`config.mk`:
```
export PLATFORM = sky130hd
export DESIGN_NAME = cnn_mac_engine
export DESIGN_NICKNAME = d
export VERILOG_FILES = /design/src/rtl/cnn_mac_engine.sv
export SDC_FILE = /design/constraint.sdc
export NUM_CORES = 1
export LEC_CHECK = 0
export CAP_MARGIN = 10
export CORE_MARGIN = 2
export CORE_UTILIZATION = 57
export CTS_CLUSTER_DIAMETER = 200
export CTS_CLUSTER_SIZE = 10
export DETAILED_ROUTE_END_ITERATION = 8
export PLACE_DENSITY = 0.78
export SYNTH_ARGS = -nofsm -noshare
export SYNTH_HDL_FRONTEND = slang
export SYNTH_SLANG_ARGS = --single-unit
export TNS_END_PERCENT = 5
```
`constraint.sdc`:
```
create_clock -name clk -period 11.8 [get_ports clk]
set_input_delay 3.54 -clock clk [delete_from_list [all_inputs] [get_ports clk]]
set_output_delay 3.54 -clock clk [all_outputs]
set_load 0.005 [all_outputs]
```
`src/rtl/cnn_mac_engine.sv`:
```
// ============================================================================
// Module   : cnn_mac_engine
// Purpose  : Multi-channel conv MAC: shared kernel, NUM_CH windows, bias and post-op.
// Revision : 1.0
// ============================================================================
`default_nettype none

module cnn_mac_engine #(
    parameter int WIN_SIZE = 9,
    parameter int NUM_CH   = 2,
    parameter int DATA_W   = 8,
    parameter int OUT_W    = 32,
    parameter int SHIFT_W  = 5
) (
    input  logic                                         clk,
    input  logic                                         rst,
    input  logic                                         start,
    input  logic [1:0]                                   mode,
    input  logic signed [OUT_W-1:0]                      bias,
    input  logic [SHIFT_W-1:0]                           shift,
    input  logic signed [DATA_W-1:0]                     in_data,
    input  logic                                         in_valid,
    output logic                                         in_ready,
    output logic signed [OUT_W-1:0]                      out_data,
    output logic [((NUM_CH > 1) ? $clog2(NUM_CH) : 1)-1:0] out_ch,
    output logic                                         out_last,
    output logic                                         out_valid,
    input  logic                                         out_ready,
    output logic                                         busy
);

    localparam int CH_W  = (NUM_CH > 1) ? $clog2(NUM_CH) : 1;
    localparam int TAP_W = $clog2(WIN_SIZE);
    localparam int TOTAL = NUM_CH * WIN_SIZE;
    localparam int IDX_W = $clog2(TOTAL);
    localparam int PROD_W = 2 * DATA_W;

    localparam logic signed [OUT_W-1:0] c_acc_max = {1'b0, {(OUT_W-1){1'b1}}};
    localparam logic signed [OUT_W-1:0] c_acc_min = {1'b1, {(OUT_W-1){1'b0}}};
    localparam logic signed [OUT_W-1:0] c_q_max   = OUT_W'((1 << (DATA_W-1)) - 1);
    localparam logic signed [OUT_W-1:0] c_q_min   = ~c_q_max;

    typedef enum logic [2:0] {
        S_IDLE   = 3'd0,
        S_LOAD_K = 3'd1,
        S_LOAD_D = 3'd2,
        S_MAC    = 3'd3,
        S_POST   = 3'd4,
        S_OUT    = 3'd5
    } state_t;

    state_t                    r_state;
    logic signed [DATA_W-1:0]  r_k [WIN_SIZE];
    logic signed [DATA_W-1:0]  r_d [TOTAL];
    logic [1:0]                r_mode;
    logic signed [OUT_W-1:0]   r_bias;
    logic [SHIFT_W-1:0]        r_shift;
    logic [TAP_W-1:0]          r_tap;
    logic [CH_W-1:0]           r_ch;
    logic [IDX_W-1:0]          r_cnt;
    logic signed [OUT_W-1:0]   r_acc;
    logic signed [OUT_W-1:0]   r_max;

    logic [IDX_W-1:0]          w_d_idx;
    logic signed [PROD_W-1:0]  w_a;
    logic signed [PROD_W-1:0]  w_b;
    logic signed [PROD_W-1:0]  w_prod;
    logic signed [OUT_W-1:0]   w_prod_ext;
    logic signed [OUT_W-1:0]   w_acc_base;
    logic signed [OUT_W-1:0]   w_max_base;
    logic signed [OUT_W-1:0]   w_acc_next;
    logic signed [OUT_W-1:0]   w_max_next;
    logic signed [OUT_W-1:0]   w_s;
    logic signed [OUT_W-1:0]   w_sh;
    logic signed [OUT_W-1:0]   w_q;
    logic signed [OUT_W-1:0]   w_post;
    logic                      w_beat;
    logic                      w_last_tap;
    logic                      w_last_ch;

    // Add in OUT_W+1 bits; disagreeing top bits mean overflow in that direction.
    function automatic logic signed [OUT_W-1:0] sat_add(
        input logic signed [OUT_W-1:0] a,
        input logic signed [OUT_W-1:0] b
    );
        logic signed [OUT_W:0] sum;
        sum = {a[OUT_W-1], a} + {b[OUT_W-1], b};
        if (sum[OUT_W] != sum[OUT_W-1]) begin
            return sum[OUT_W] ? c_acc_min : c_acc_max;
        end
        return sum[OUT_W-1:0];
    endfunction

    assign w_beat     = in_valid && in_ready;
    assign w_last_tap = (r_tap == TAP_W'(WIN_SIZE - 1));
    assign w_last_ch  = (r_ch == CH_W'(NUM_CH - 1));

    assign w_d_idx    = IDX_W'(r_ch) * IDX_W'(WIN_SIZE) + IDX_W'(r_tap);
    assign w_a        = PROD_W'(r_d[w_d_idx]);
    assign w_b        = PROD_W'(r_k[r_tap]);
    assign w_prod     = w_a * w_b;
    assign w_prod_ext = OUT_W'(w_prod);

    assign w_acc_base = (r_tap == '0) ? '0 : r_acc;
    assign w_max_base = (r_tap == '0) ? c_acc_min : r_max;
    assign w_acc_next = sat_add(w_acc_base, w_prod_ext);
    assign w_max_next = (w_prod_ext > w_max_base) ? w_prod_ext : w_max_base;

    assign w_s  = sat_add(r_acc, r_bias);
    assign w_sh = w_s >>> r_shift;

    always_comb begin
        w_q = w_sh;
        if (w_sh > c_q_max) begin
            w_q = c_q_max;
        end else if (w_sh < c_q_min) begin
            w_q = c_q_min;
        end
    end

    always_comb begin
        w_post = w_s;
        case (r_mode)
            2'b00:   w_post = w_s[OUT_W-1] ? '0 : w_s;
            2'b01:   w_post = r_max;
            2'b10:   w_post = w_s;
            default: w_post = w_q;
        endcase
    end

    // Sample storage carries no reset: a job always rewrites it before use.
    always_ff @(posedge clk) begin
        if (w_beat && r_state == S_LOAD_K) begin
            r_k[r_tap] <= in_data;
        end
        if (w_beat && r_state == S_LOAD_D) begin
            r_d[r_cnt] <= in_data;
        end
    end

    always_ff @(posedge clk or posedge rst) begin
        if (rst) begin
            r_state   <= S_IDLE;
            r_mode    <= '0;
            r_bias    <= '0;
            r_shift   <= '0;
            r_tap     <= '0;
            r_ch      <= '0;
            r_cnt     <= '0;
            r_acc     <= '0;
            r_max     <= c_acc_min;
            in_ready  <= 1'b0;
            out_data  <= '0;
            out_ch    <= '0;
            out_last  <= 1'b0;
            out_valid <= 1'b0;
            busy      <= 1'b0;
        end else begin
            case (r_state)
                S_IDLE: begin
                    if (start) begin
                        r_mode   <= mode;
                        r_bias   <= bias;
                        r_shift  <= shift;
                        r_tap    <= '0;
                        r_cnt    <= '0;
                        in_ready <= 1'b1;
                        busy     <= 1'b1;
                        r_state  <= S_LOAD_K;
                    end
                end
                S_LOAD_K: begin
                    if (w_beat) begin
                        if (w_last_tap) begin
                            r_tap   <= '0;
                            r_state <= S_LOAD_D;
                        end else begin
                            r_tap <= r_tap + 1'b1;
                        end
                    end
                end
                S_LOAD_D: begin
                    if (w_beat) begin
                        if (r_cnt == IDX_W'(TOTAL - 1)) begin
                            in_ready <= 1'b0;
                            r_cnt    <= '0;
                            r_ch     <= '0;
                            r_tap    <= '0;
                            r_state  <= S_MAC;
                        end else begin
                            r_cnt <= r_cnt + 1'b1;
                        end
                    end
                end
                S_MAC: begin
                    r_acc <= w_acc_next;
                    r_max <= w_max_next;
                    if (w_last_tap) begin
                        r_tap   <= '0;
                        r_state <= S_POST;
                    end else begin
                        r_tap <= r_tap + 1'b1;
                    end
                end
                S_POST: begin
                    out_data  <= w_post;
                    out_ch    <= r_ch;
                    out_last  <= w_last_ch;
                    out_valid <= 1'b1;
                    r_state   <= S_OUT;
                end
                S_OUT: begin
                    if (out_ready) begin
                        out_valid <= 1'b0;
                        if (out_last) begin
                            out_last <= 1'b0;
                            busy     <= 1'b0;
                            r_state  <= S_IDLE;
                        end else begin
                            r_ch    <= r_ch + 1'b1;
                            r_state <= S_MAC;
                        end
                    end
                end
                default: begin
                    r_state <= S_IDLE;
                end
            endcase
        end
    end

endmodule

`default_nettype wire
```
==> metrics.csv <==
stage,metric,value,unit
global_route,grt_pass1_wl,121000,um
synthesis,synth_area,26000,um2
synthesis,ys.warnings.count,0,
floorplanning,core,45200,um2
global_route,grt_max_degree,82,
clock_tree,cts_tree,yes,
route,drt_iter0_markers,2788,
sta,worst_pin_slew,1150,ps
route,firstDrtPassIters,6,
route,routedWlPerCell,23.8,um
place,io_buffers,88,
critical_path,end_kind,register,
min_path,holdCritPathClass,reg2reg,
floorplanning,dieArea,47400,um2
clock_tree,cts-htree-levels,2,
sta,rsz0062_at_grt,false,
critical_path,critPathBufInv,6,
final_layout,num-fill-cells,3566,
place,dpl.cell_count,3184,
floorplanning,die_x,218,um
sta,hold_viol,0,
floorplanning,initial_core_util,57.6,%
route,drc,0,
route,vias,22100,
sta,timing.hold.ws,482,ps
final_layout,final_cell_mix,"245 x nor2_1, 231 x nand2_1, 216 x edfxtp_1, 181 x o21ai_0, 174 x a21oi_1",
sta,fin_skew,42.5,ps
clock_tree,clkTransAtPathRegs,50,ps
final_layout,drive_gt1_share,11.4,%
global_route,grt_pass1_vias,21500,
critical_path,criticalPathCategory,reg2reg,
job,maxCapViolCount,0,
synthesis,synth_cell_type_count,105,
clock_tree,clock_path_buffers,3,
synthesis,avgSynthCellArea,9.96,um2
route,wirelength,77700,um
critical_path,crit_path_frequent_cell,a21oi_1,
clock_tree,cts.sinks,369,
final_layout,nets,2855,
sta,layout_worst_path_cycle_share,93.9,%
final_layout,layout_commonest_cell,nor2_1,
sta,setup_tns,0,ps
synthesis,synth_top_flop_cell,edfxtp_1,
sta,setup_viol,0,
route,vias_per_cell,6.79,
synthesis,synthArstFlopShare,41.5,%
final_layout,final_cells,3257,
clock_tree,post_cts_buffers,0,
critical_path,crit_required,12260,ps
sta,max-slew-margin-rel,22.8,%
global_route,antenna_found_initial,1,
critical_path,crit_family,compound AO/OA/AOI/OAI gates,
critical_path,start_kind,register,
global_route,grt_overflow_total,0,
global_route,grt_use_total,32.7,%
run_status,status,finished clean,
floorplanning,rows,78,
synthesis,netlist_instances,2613,
place,dp_hpwl,56600,um
clock_tree,postCtsHoldBufs,0,
final_layout,area_growth,9.83,%
route,ant_nets,0,
synthesis,synth_edf_count,216,
floorplanning,die-height,218,um
critical_path,critPathArrivalTime,11540,ps
clock_tree,clkLatencyLatePin,600,ps
sta,min_period,11080,ps
place,gp_congestion,1.01,
clock_tree,cts_buffers,42,
synthesis,ys_seq_area_share,39.6,%
floorplanning,ios,89,
sta,final_max_slew_viol_count,0,
synthesis,ys_ff_latch,369,
synthesis,syn_nets,2838,
critical_path,cp_slowest_stage_delay,690,ps
sta,timing.fmax,90.3,MHz
critical_path,crit_slowest_cell,ha_2,
clock_tree,root_buffer,clkbuf_16,
final_layout,antenna-diode-count,0,
critical_path,worstPathMaxFanout,26,
-- through the flow --
stage               area (um2)  worst slack [ps]  util (%)
floorplan                26000               466         -
global route             28600              33.5      63.2
finish                   28600               722      63.2
CTS                      28500               551      63.1
detailed placement       27300               562      60.4
global placement         27300               911      60.4
-- kinds of logic after synthesis --
logic type | count (synthesis) | share of synthesized area [%]
AOI/OAI and AO/OA | 759 | 19.6
DFF | 369 | 39.6
muxes | 174 | 9.91
adders and majority gates | 180 | 10.3
and+or+nand+nor | 783 | 14.2
buffers and inverters | 285 | 4.35
xor gates and xnor gates | 63 | 2.12
-- area by class of cell --
type,instances,area (um2),area share [%]
Multi-Input combinational cell,1959,14600,51.2
Sequential cell,369,10300,36.1
Clock inverter,3,76.3,0.267
Inverter,135,512,1.79
Clock buffer,68,1150,4.02
Timing Repair Buffer,123,1150,4.04
Tap cell,600,751,2.63
-- state kept, by name, summed over array words and instances, names as in the netlist, 2 cells and up --
register,count
r_d,144
r_k,72
out_data,32
r_acc,32
r_bias,32
r_max,32
r_cnt,5
r_shift,5
r_tap,4
r_state,3
r_mode,2
-- synth_stat cells, types with 18 or more instances --
master | n | area share [%]
nor2_1 | 246 | 3.5
nand2_1 | 231 | 3.3
edfxtp_1 | 216 | 25
a21oi_1 | 182 | 3.5
o21ai_0 | 182 | 3.5
dfrtp_1 | 152 | 15
inv_1 | 131 | 1.9
ha_1 | 115 | 5.5
clkbuf_1 | 102 | 1.5
mux2_2 | 79 | 3.4
mux4_2 | 59 | 5.1
fa_1 | 58 | 4.5
nor3_1 | 47 | 0.90
xnor2_1 | 47 | 1.6
nand3_1 | 45 | 0.87
and2_1 | 43 | 1.0
mux2i_1 | 36 | 1.4
a31oi_1 | 31 | 0.75
nand4_1 | 31 | 0.75
a21o_1 | 29 | 0.84
buf_2 | 28 | 0.54
a211oi_1 | 24 | 0.69
o21a_1 | 24 | 0.69
nor2b_1 | 19 | 0.46
o21ai_1 | 19 | 0.37
or2_2 | 19 | 0.46
a211o_1 | 18 | 0.61
-- routing by layer --
layer,global-route usage [%],routed length [um],part of all wire [%]
met5,0,0,0
met4,16.2,4170,5.4
met3,5.65,6890,8.9
met1,41.9,29900,38
met2,53.9,36700,47
-- final timing paths --
check / start / to / slack, ps / cells past startpoint
max: r_ch$_DFFE_PP0P_ / r_acc[30]$_DFFE_PP0P_ / 720 / 35
max in group asynchronous: rst / r_max[8]$_DFFE_PP0P_ / 6780 / 3
min reg2reg: out_valid$_DFFE_PP0P_ / out_valid$_DFFE_PP0P_ / 480 / 2
min: out_valid$_DFFE_PP0P_ / out_valid$_DFFE_PP0P_ / 480 / 2
max reg2reg: r_ch$_DFFE_PP0P_ / r_acc[30]$_DFFE_PP0P_ / 720 / 35
min in group asynchronous: rst / r_bias[9]$_DFFE_PP0P_ / 3500 / 2
-- tightest hold or removal path, cell delays in order, from the launching register on --
cell and delay (ps):
dfrtp_1 340, nand2_1 50, nand2_1 50
-- what timing repair did --
item | 4_1_cts | 5_1_grt
resized for setup | 0 | 9
hold endpoints to repair | 0 | 0
endpoints found under the setup margin | 0 | 16
Power is not shown: default switching activity piles up to over one toggle a cycle in this logic, so the estimate is an artifact.
